==> src/rtl/incr_decr_counter.sv <==
// rtl/incr_decr_counter.sv - saturating up/down counter with registered error pulse
module incr_decr_counter #(
    parameter int unsigned WIDTH   = 8,
    parameter int unsigned MAX_VAL = 2**WIDTH - 1,
    parameter int unsigned MIN_VAL = 0
) (
    input  logic             clk,
    input  logic             rst,
    input  logic             valid,
    input  logic [1:0]       in,
    output logic             incr_decr_error,
    output logic [WIDTH-1:0] count,
    output logic [1:0]       err_code
);

    localparam logic [1:0] CMD_DECR  = 2'b00;
    localparam logic [1:0] CMD_INCR  = 2'b01;
    localparam logic [1:0] CMD_CLEAR = 2'b10;

    localparam logic [1:0] ERR_OVERFLOW  = 2'b01;
    localparam logic [1:0] ERR_UNDERFLOW = 2'b10;
    localparam logic [1:0] ERR_ILLEGAL   = 2'b11;

    // Bounds are held one bit wider than the counter so MAX_VAL = 2**WIDTH-1 compares exactly.
    localparam logic [WIDTH:0]   LP_MAX     = (WIDTH+1)'(MAX_VAL);
    localparam logic [WIDTH:0]   LP_MIN     = (WIDTH+1)'(MIN_VAL);
    localparam logic [WIDTH-1:0] LP_MIN_CNT = WIDTH'(MIN_VAL);

    logic [WIDTH-1:0] r_count;
    logic             r_err;
    logic [1:0]       r_err_code;

    logic [WIDTH:0]   w_count_ext;
    logic [WIDTH-1:0] w_next_count;
    logic             w_err;
    logic [1:0]       w_err_code;

    assign w_count_ext = {1'b0, r_count};

    always_comb begin
        w_next_count = r_count;
        w_err        = 1'b0;
        w_err_code   = r_err_code;
        if (valid) begin
            case (in)
                CMD_INCR: begin
                    if (w_count_ext >= LP_MAX) begin
                        w_err      = 1'b1;
                        w_err_code = ERR_OVERFLOW;
                    end else begin
                        w_next_count = r_count + WIDTH'(1);
                    end
                end
                CMD_DECR: begin
                    if (w_count_ext <= LP_MIN) begin
                        w_err      = 1'b1;
                        w_err_code = ERR_UNDERFLOW;
                    end else begin
                        w_next_count = r_count - WIDTH'(1);
                    end
                end
                CMD_CLEAR: begin
                    w_next_count = LP_MIN_CNT;
                end
                default: begin
                    w_err      = 1'b1;
                    w_err_code = ERR_ILLEGAL;
                end
            endcase
        end
    end

    always_ff @(posedge clk or negedge rst) begin
        if (!rst) begin
            r_count    <= LP_MIN_CNT;
            r_err      <= 1'b0;
            r_err_code <= 2'b00;
        end else begin
            r_count    <= w_next_count;
            r_err      <= w_err;
            r_err_code <= w_err_code;
        end
    end

    assign count           = r_count;
    assign incr_decr_error = r_err;
    assign err_code        = r_err_code;

endmodule

==> config.mk <==
export PLATFORM = sky130hd
export DESIGN_NAME = incr_decr_counter
export DESIGN_NICKNAME = d
export VERILOG_FILES = /design/src/rtl/incr_decr_counter.sv
export SDC_FILE = /design/constraint.sdc
export NUM_CORES = 1
export LEC_CHECK = 0
export CORE_AREA = 2 2 45 47
export CTS_BUF_LIST = sky130_fd_sc_hd__clkbuf_8
export DETAILED_ROUTE_END_ITERATION = 16
export DIE_AREA = 0 0 47 49
export PLACE_DENSITY = 0.82
export SYNTH_ARGS = -nofsm -noshare
export SYNTH_HDL_FRONTEND = slang
export SYNTH_SLANG_ARGS = --single-unit
==> constraint.sdc <==
create_clock -name clk -period 3.94 [get_ports clk]
set_clock_uncertainty 0.2 [all_clocks]
set_input_delay 0.591 -clock clk [delete_from_list [all_inputs] [get_ports clk]]
set_output_delay 0.591 -clock clk [all_outputs]
set_load 0.005 [all_outputs]
==> results.cfg <==
[drt]
wl_um = 2610
routedWlPerCell_um = 15.91
ant_nets = 0
vias = 1061
viasPerCell = 6.470
dr.pass1.iters = 4
drtIter0Drc = 40
drc = 0

[setup_path]
worstSetupPathType = in -> reg
cp-end-kind = flip-flop
reg2reg_from = count[1]$_DFFE_PN0P_
worst_path_max_delay_cell = clkdlybuf4s50_1
critPathLaunchType = primary input
crit_required_ps = 3850
crit_chain = clkdlybuf4s50_1 -> or2_1 -> xnor2_1 -> ha_1 -> or3_1 -> a31oi_1 -> a2111oi_0 -> a21oi_1 -> o221ai_1
slowest_delay_ps = 440
rrSetupSlack_ps = 1470
ff2ff_path_depth = 7
cp_max_fo = 11
reg2reg_to = count[4]$_DFFE_PN0P_
arrival_ps = 3060

[placed_design]
placed_cells = 160
place_area_um2 = 1146
io_buffers = 15
dpl.hpwl_um = 1748
finalWeightedCongestion = 0.8665

[layout]
layout_common_cells = 16 x nand2_1, 15 x clkdlybuf4s50_1, 11 x dfrtp_1
area_growth_pct = 19.00
final_common_cell = nand2_1
drive_gt1_share_pct = 8.759
final_util_pct = 64.67
fin_cells = 164
antenna_cells = 0
fin_nets = 146
stdcell_area_um2 = 1191

[floorplan]
ios = 16
start_util_pct = 54.35
die_h_um = 49
rows = 16
die-area_um2 = 2303
core_area_um2 = 1842
dieWidth_um = 47

[logic_synthesis]
synth_nets = 135
synth.distinct_cells = 47
async_flop_share_pct = 100.0
yosysSeqAreaShare_pct = 27.50
ys.flop_type = dfrtp_1
synth_cells = 127
netlist_area_um2 = 1001
synth.area.top_cells = dfrtp_1 28%, nand2_1 6.0%, o21ai_0 4.5%
ys.warnings.count = 0
ys_ff_latch = 11
synth_edf_count = 0
synth.avg_cell_area_um2 = 7.882
synth_top_area_cell = dfrtp_1
synth_top_area_share_pct = 27.50

[run_status]
status = finished clean

[clock_tree]
worstSkewPairLatency_ps = 250
htreeDepth = 1
clkSinkCount = 11
cts.clk_slew.worst_paths_ps = 50
cts_resized = 0
cts_made_buffers = 3
tritoncts = built
postCtsSetupRepairBufs = 0
hold_buffers = 0
clockBufferDepth = 2
cts_root_buf = clkbuf_8

[timing]
setup_viol = 0
slew_headroom_pct = 63.14
finalHoldViolations = 0
drv_slew = 0
clock.fmax_ghz = 0.3169
rsz0062_at_grt = false
fin_crit_sh_pct = 80.10
worst_hold_slack_ps = 322.9
fin_tns_setup_ps = 0
period_needed_ps = 3156
worst_slew_pin_slew_ps = 552.9

[grt]
grt_pass1_vias = 929
grt_max_degree = 21
grt_usage_pct = 25.50
overflow = 0
antenna_found_initial = 0
grt_pass1_wl_um = 4360

[hold_path]
hold_depth = 1
hold_end = err_code[0]$_DFFE_PN0P_
min_from = err_code[0]$_DFFE_PN0P_
min_path_type = reg -> reg

[power_and_ir_drop]
p_per_area_nw_per_um2 = 617.5
peakVddDrop_mv = 0.4019
power.leakage_uw = 0.0004725

[job]
drv_cap = 0
## sequential cells by signal, summed over array words and instances, names as in the netlist
register,flops
count,8
err_code,2
incr_decr_error,1
## layer usage
metal | wire [um] | share of wire, % | up-vias | GRT usage (%)
met5 | 0 | 0 | - | 0
met1 | 1137 | 44 | 498 | 35.10
met2 | 1182 | 45 | 57 | 36.30
met3 | 185 | 7.1 | 13 | 5.185
met4 | 105 | 4.0 | 0 | 13.89
li1 | - | - | 493 | -
## power breakdown
part	total (uW)	switching [uW]	leakage, uW	internal (uW)
clock	114	45.5	0.0000269	68.6
sequential	259	106	0.000132	153
combinational	363	170	0.000314	192
total	736	322	0.000472	414
## cells by family (layout without fill, tap and decap cells)
kind of cell | count (synthesis) | in the layout | share of synthesized area, %
DFF | 11 | 11 | 27.50
muxes | 2 | 2 | 2.250
AOI/OAI and AO/OA | 45 | 45 | 33.13
adders and majority gates | 3 | 3 | 3.750
and+or+nand+nor | 46 | 46 | 23.63
buffers and inverters | 18 | 28 | 7.999
xor gates and xnor gates | 2 | 2 | 1.750
## per-stage QoR
stage               worst slack (ps)  power [uW]
floorplan                       1275       478.4
global route                   701.1       789.9
detailed placement             617.8       611.5
CTS                            842.9       729.3
global placement               735.0       600.7
finish                         784.0       735.6
## Yosys cell counts, drive strengths merged (3+ instances only)
cell type / n
nand3: 3
a21o: 3
nand4: 3
inv: 7
a211oi: 5
ha: 3
o2bb2ai: 3
or3: 3
o21ai: 9
nor2: 7
nand2: 16
dfrtp: 11
buf: 8
a21oi: 6
clkbuf: 3
## worst max path at each step
stage               start              endpoint  slack [ps]  cells past startpoint
floorplan           in[0]  count[4]$_DFFE_PN0P_        1280                      9
global placement    in[0]  count[4]$_DFFE_PN0P_         740                      9
detailed placement  in[0]  count[4]$_DFFE_PN0P_         620                      9
CTS                 in[0]  count[4]$_DFFE_PN0P_         840                      9
global route        in[0]  count[4]$_DFFE_PN0P_         700                      9
finish              in[0]  count[4]$_DFFE_PN0P_         780                      9
## worst max-delay path: cells and delay by family
family,cells,cell delay [ps]
buffers and inverters,1,440
AOI/OAI and AO/OA,4,820
xor gates and xnor gates,1,190
and+or+nand+nor,2,780
adders and majority gates,1,250
## layout make-up
| cell class | instances | area, um^2 |
|---|---|---|
| sequential | 11 | 275.3 |
| clock inverter | 1 | 3.754 |
| timing repair buffer | 17 | 165.2 |
| fill | 166 | 650.6 |
| tap | 27 | 33.78 |
| clock buffer | 3 | 41.29 |
| inverter | 7 | 26.28 |
| multi-input combinational | 98 | 645.6 |
Power figures use the tool's default switching activity.
==> edit, RTL diff (config.mk and constraints unchanged) <==
Change the parameter `WIDTH` from 8 to 10.
--- a/src/rtl/incr_decr_counter.sv
+++ b/src/rtl/incr_decr_counter.sv
@@ -2,3 +2,3 @@
 module incr_decr_counter #(
-    parameter int unsigned WIDTH   = 8,
+    parameter int unsigned WIDTH   = 10,
     parameter int unsigned MAX_VAL = 2**WIDTH - 1,
Ports: changed (resized count); port bits go from 16 to 18. No check against the original RTL was run, so the function may have changed too.
==> edit against the original RTL <==
Routed wire length down 15%; register-to-register slack got worse by 110 ps; setup slack got worse by 30 ps; total power shrank 13%; cell area decreased by 3.9%; non-clock buffer count unchanged; combinational power fell by 26%; clock power grew 8%; maximum frequency is 0.94% lower; synthesized area is 6.3% lower; utilization decreased by 2.5 points; sequential cell count up 2; count of clock-buffer cells in the layout is the same; critical path type unchanged; highest routed layer unchanged.
==> edit: results (changes against the original RTL) <==
Pwr
  – PnR Total Power: 638.3 µW (-13%)
  – Leak: 0.4629 nW (-2.0%)
  – Net Sw Frac: 0.3821 (-0.05517)
  – P_clk: 123 µW (+8%)
  – P_comb: 270 µW (-26%)

Layout
  – Fraction of layout cells with a size suffix above 1: 0.08000 (-0.007591)
  – Clock network area share: 0.04044 (+0.002622)
  – Area Overhead vs Synth: 22.00%
  – Final cell count without fillers: 152 (-7.3%)
  – Inverters excl. clock: 3 (-4)
  – Fraction of area in multi-input gates: 0.4874 (-0.05459)
  – Seq_cells: 13 (+2)
  – Final net count: 133 (-8.9%)
  – Register area: 325.3 µm² (+18%)
  – Commonest non-fill, non-tap cell in the layout: clkdlybuf4s50_1
  – Max reg flops: 10 (+2)
  – FILL cells: 171 (+3.0%)
  – Multi-input gates: 88 (-10%)

Placement
  – Detailed Place HPWL: 1.527 mm (-13%)
  – Placed cell areas: 0.001099 mm² (-4.1%)
  – # port buffers: 17 (+2)

Global routing
  – Largest net degree at the start of global routing: 15 (-29%)
  – Met1 Resource Use GR: 0.3122 (-0.03883)
  – First-pass GRT wire length: 3.781 mm (-13%)
  – M3 GR Usage: 0.04444 (-0.007407)
  – Vias in the first global route: 818 (-12%)
  – Global-route met2 utilization: 0.3196 (-0.04338)
  – Gr usage total: 0.2267 (-0.02831)
  – Initial antenna violation count: 0 (unchanged)

Critical path
  – Reg2Reg Launch Point: count[4]
  – Worst Setup EP: count[9]
  – Worst Reg-to-Reg Cells: 6 (-1)
  – Max incr delay on CP: 580 ps (+140 ps)
  – R2R Setup Slk: 1360 ps (-110 ps)
  – CP Data Arrival Time: 3120 ps (+60 ps)
  – CP Max Fanout: 9 (-2)

Drt
  – WL met2: 1.081 mm (-8.5%)
  – Total number of vias: 919 (-13%)
  – Routed length on met1: 961 µm (-15%)
  – Detailed Route Iter0 Violations: 25 (-38%)
  – Met3 wire length: 127 µm (-31%)
  – Drt wl/cell: 14.57 µm (-8.4%)

Logic synthesis
  – Compound-cell area share of the yosys netlist: 0.2240 (-0.1072)
  – Post-Synth XOR/XNOR Area: 0.01867 (+0.001167)
  – Leading post-synthesis cells by cell area: dfrtp_1, o21ai_0, nand2_1
  – Cells after Synth: 112 (-12%)
  – Seq/Total Area, Yosys: 0.3467 (+0.07167)
  – Post-synth net total: 119 (-12%)

STA
  – Hold slack: 288.8 ps (-34.02 ps)
  – Worst Tran Pin Value: 605.6 ps (+52.64 ps)

Status
  – Status: finished, final reports clean

Hold path
  – Hold Path Stages: 2 (+1)
edit: cell types whose count changed in the layout (fill, tap and decap cells not counted), moves of 3 or more:
cell      before  now
inv_1          7    3
o31ai_1        1    5
nor2b_1        1    4
a211oi_1       5    0
o21ai_0        9   15
edit: logic make-up (layout without fill, tap and decap cells):
| kind of cell | after synthesis | in the layout |
|---|---|---|
| AND/OR/NAND/NOR | 49 | 49 |
| AO/OA/AOI/OAI | 33 | 33 |
| flip-flops | 13 | 13 |
| buffers and inverters | 11 | 24 |
| adder cells (fa/ha/maj) | 2 | 2 |
| XOR/XNOR | 2 | 2 |
| multiplexers | 2 | 2 |
edit: critical path, delay by kind of cell:
| kind | cells | cell delay (ps) |
|---|---|---|
| buffers and inverters | 2 | 740 |
| AO/OA/AOI/OAI | 4 | 730 |
| adder cells (fa/ha/maj) | 1 | 400 |
| multiplexers | 1 | 380 |
| AND/OR/NAND/NOR | 1 | 290 |
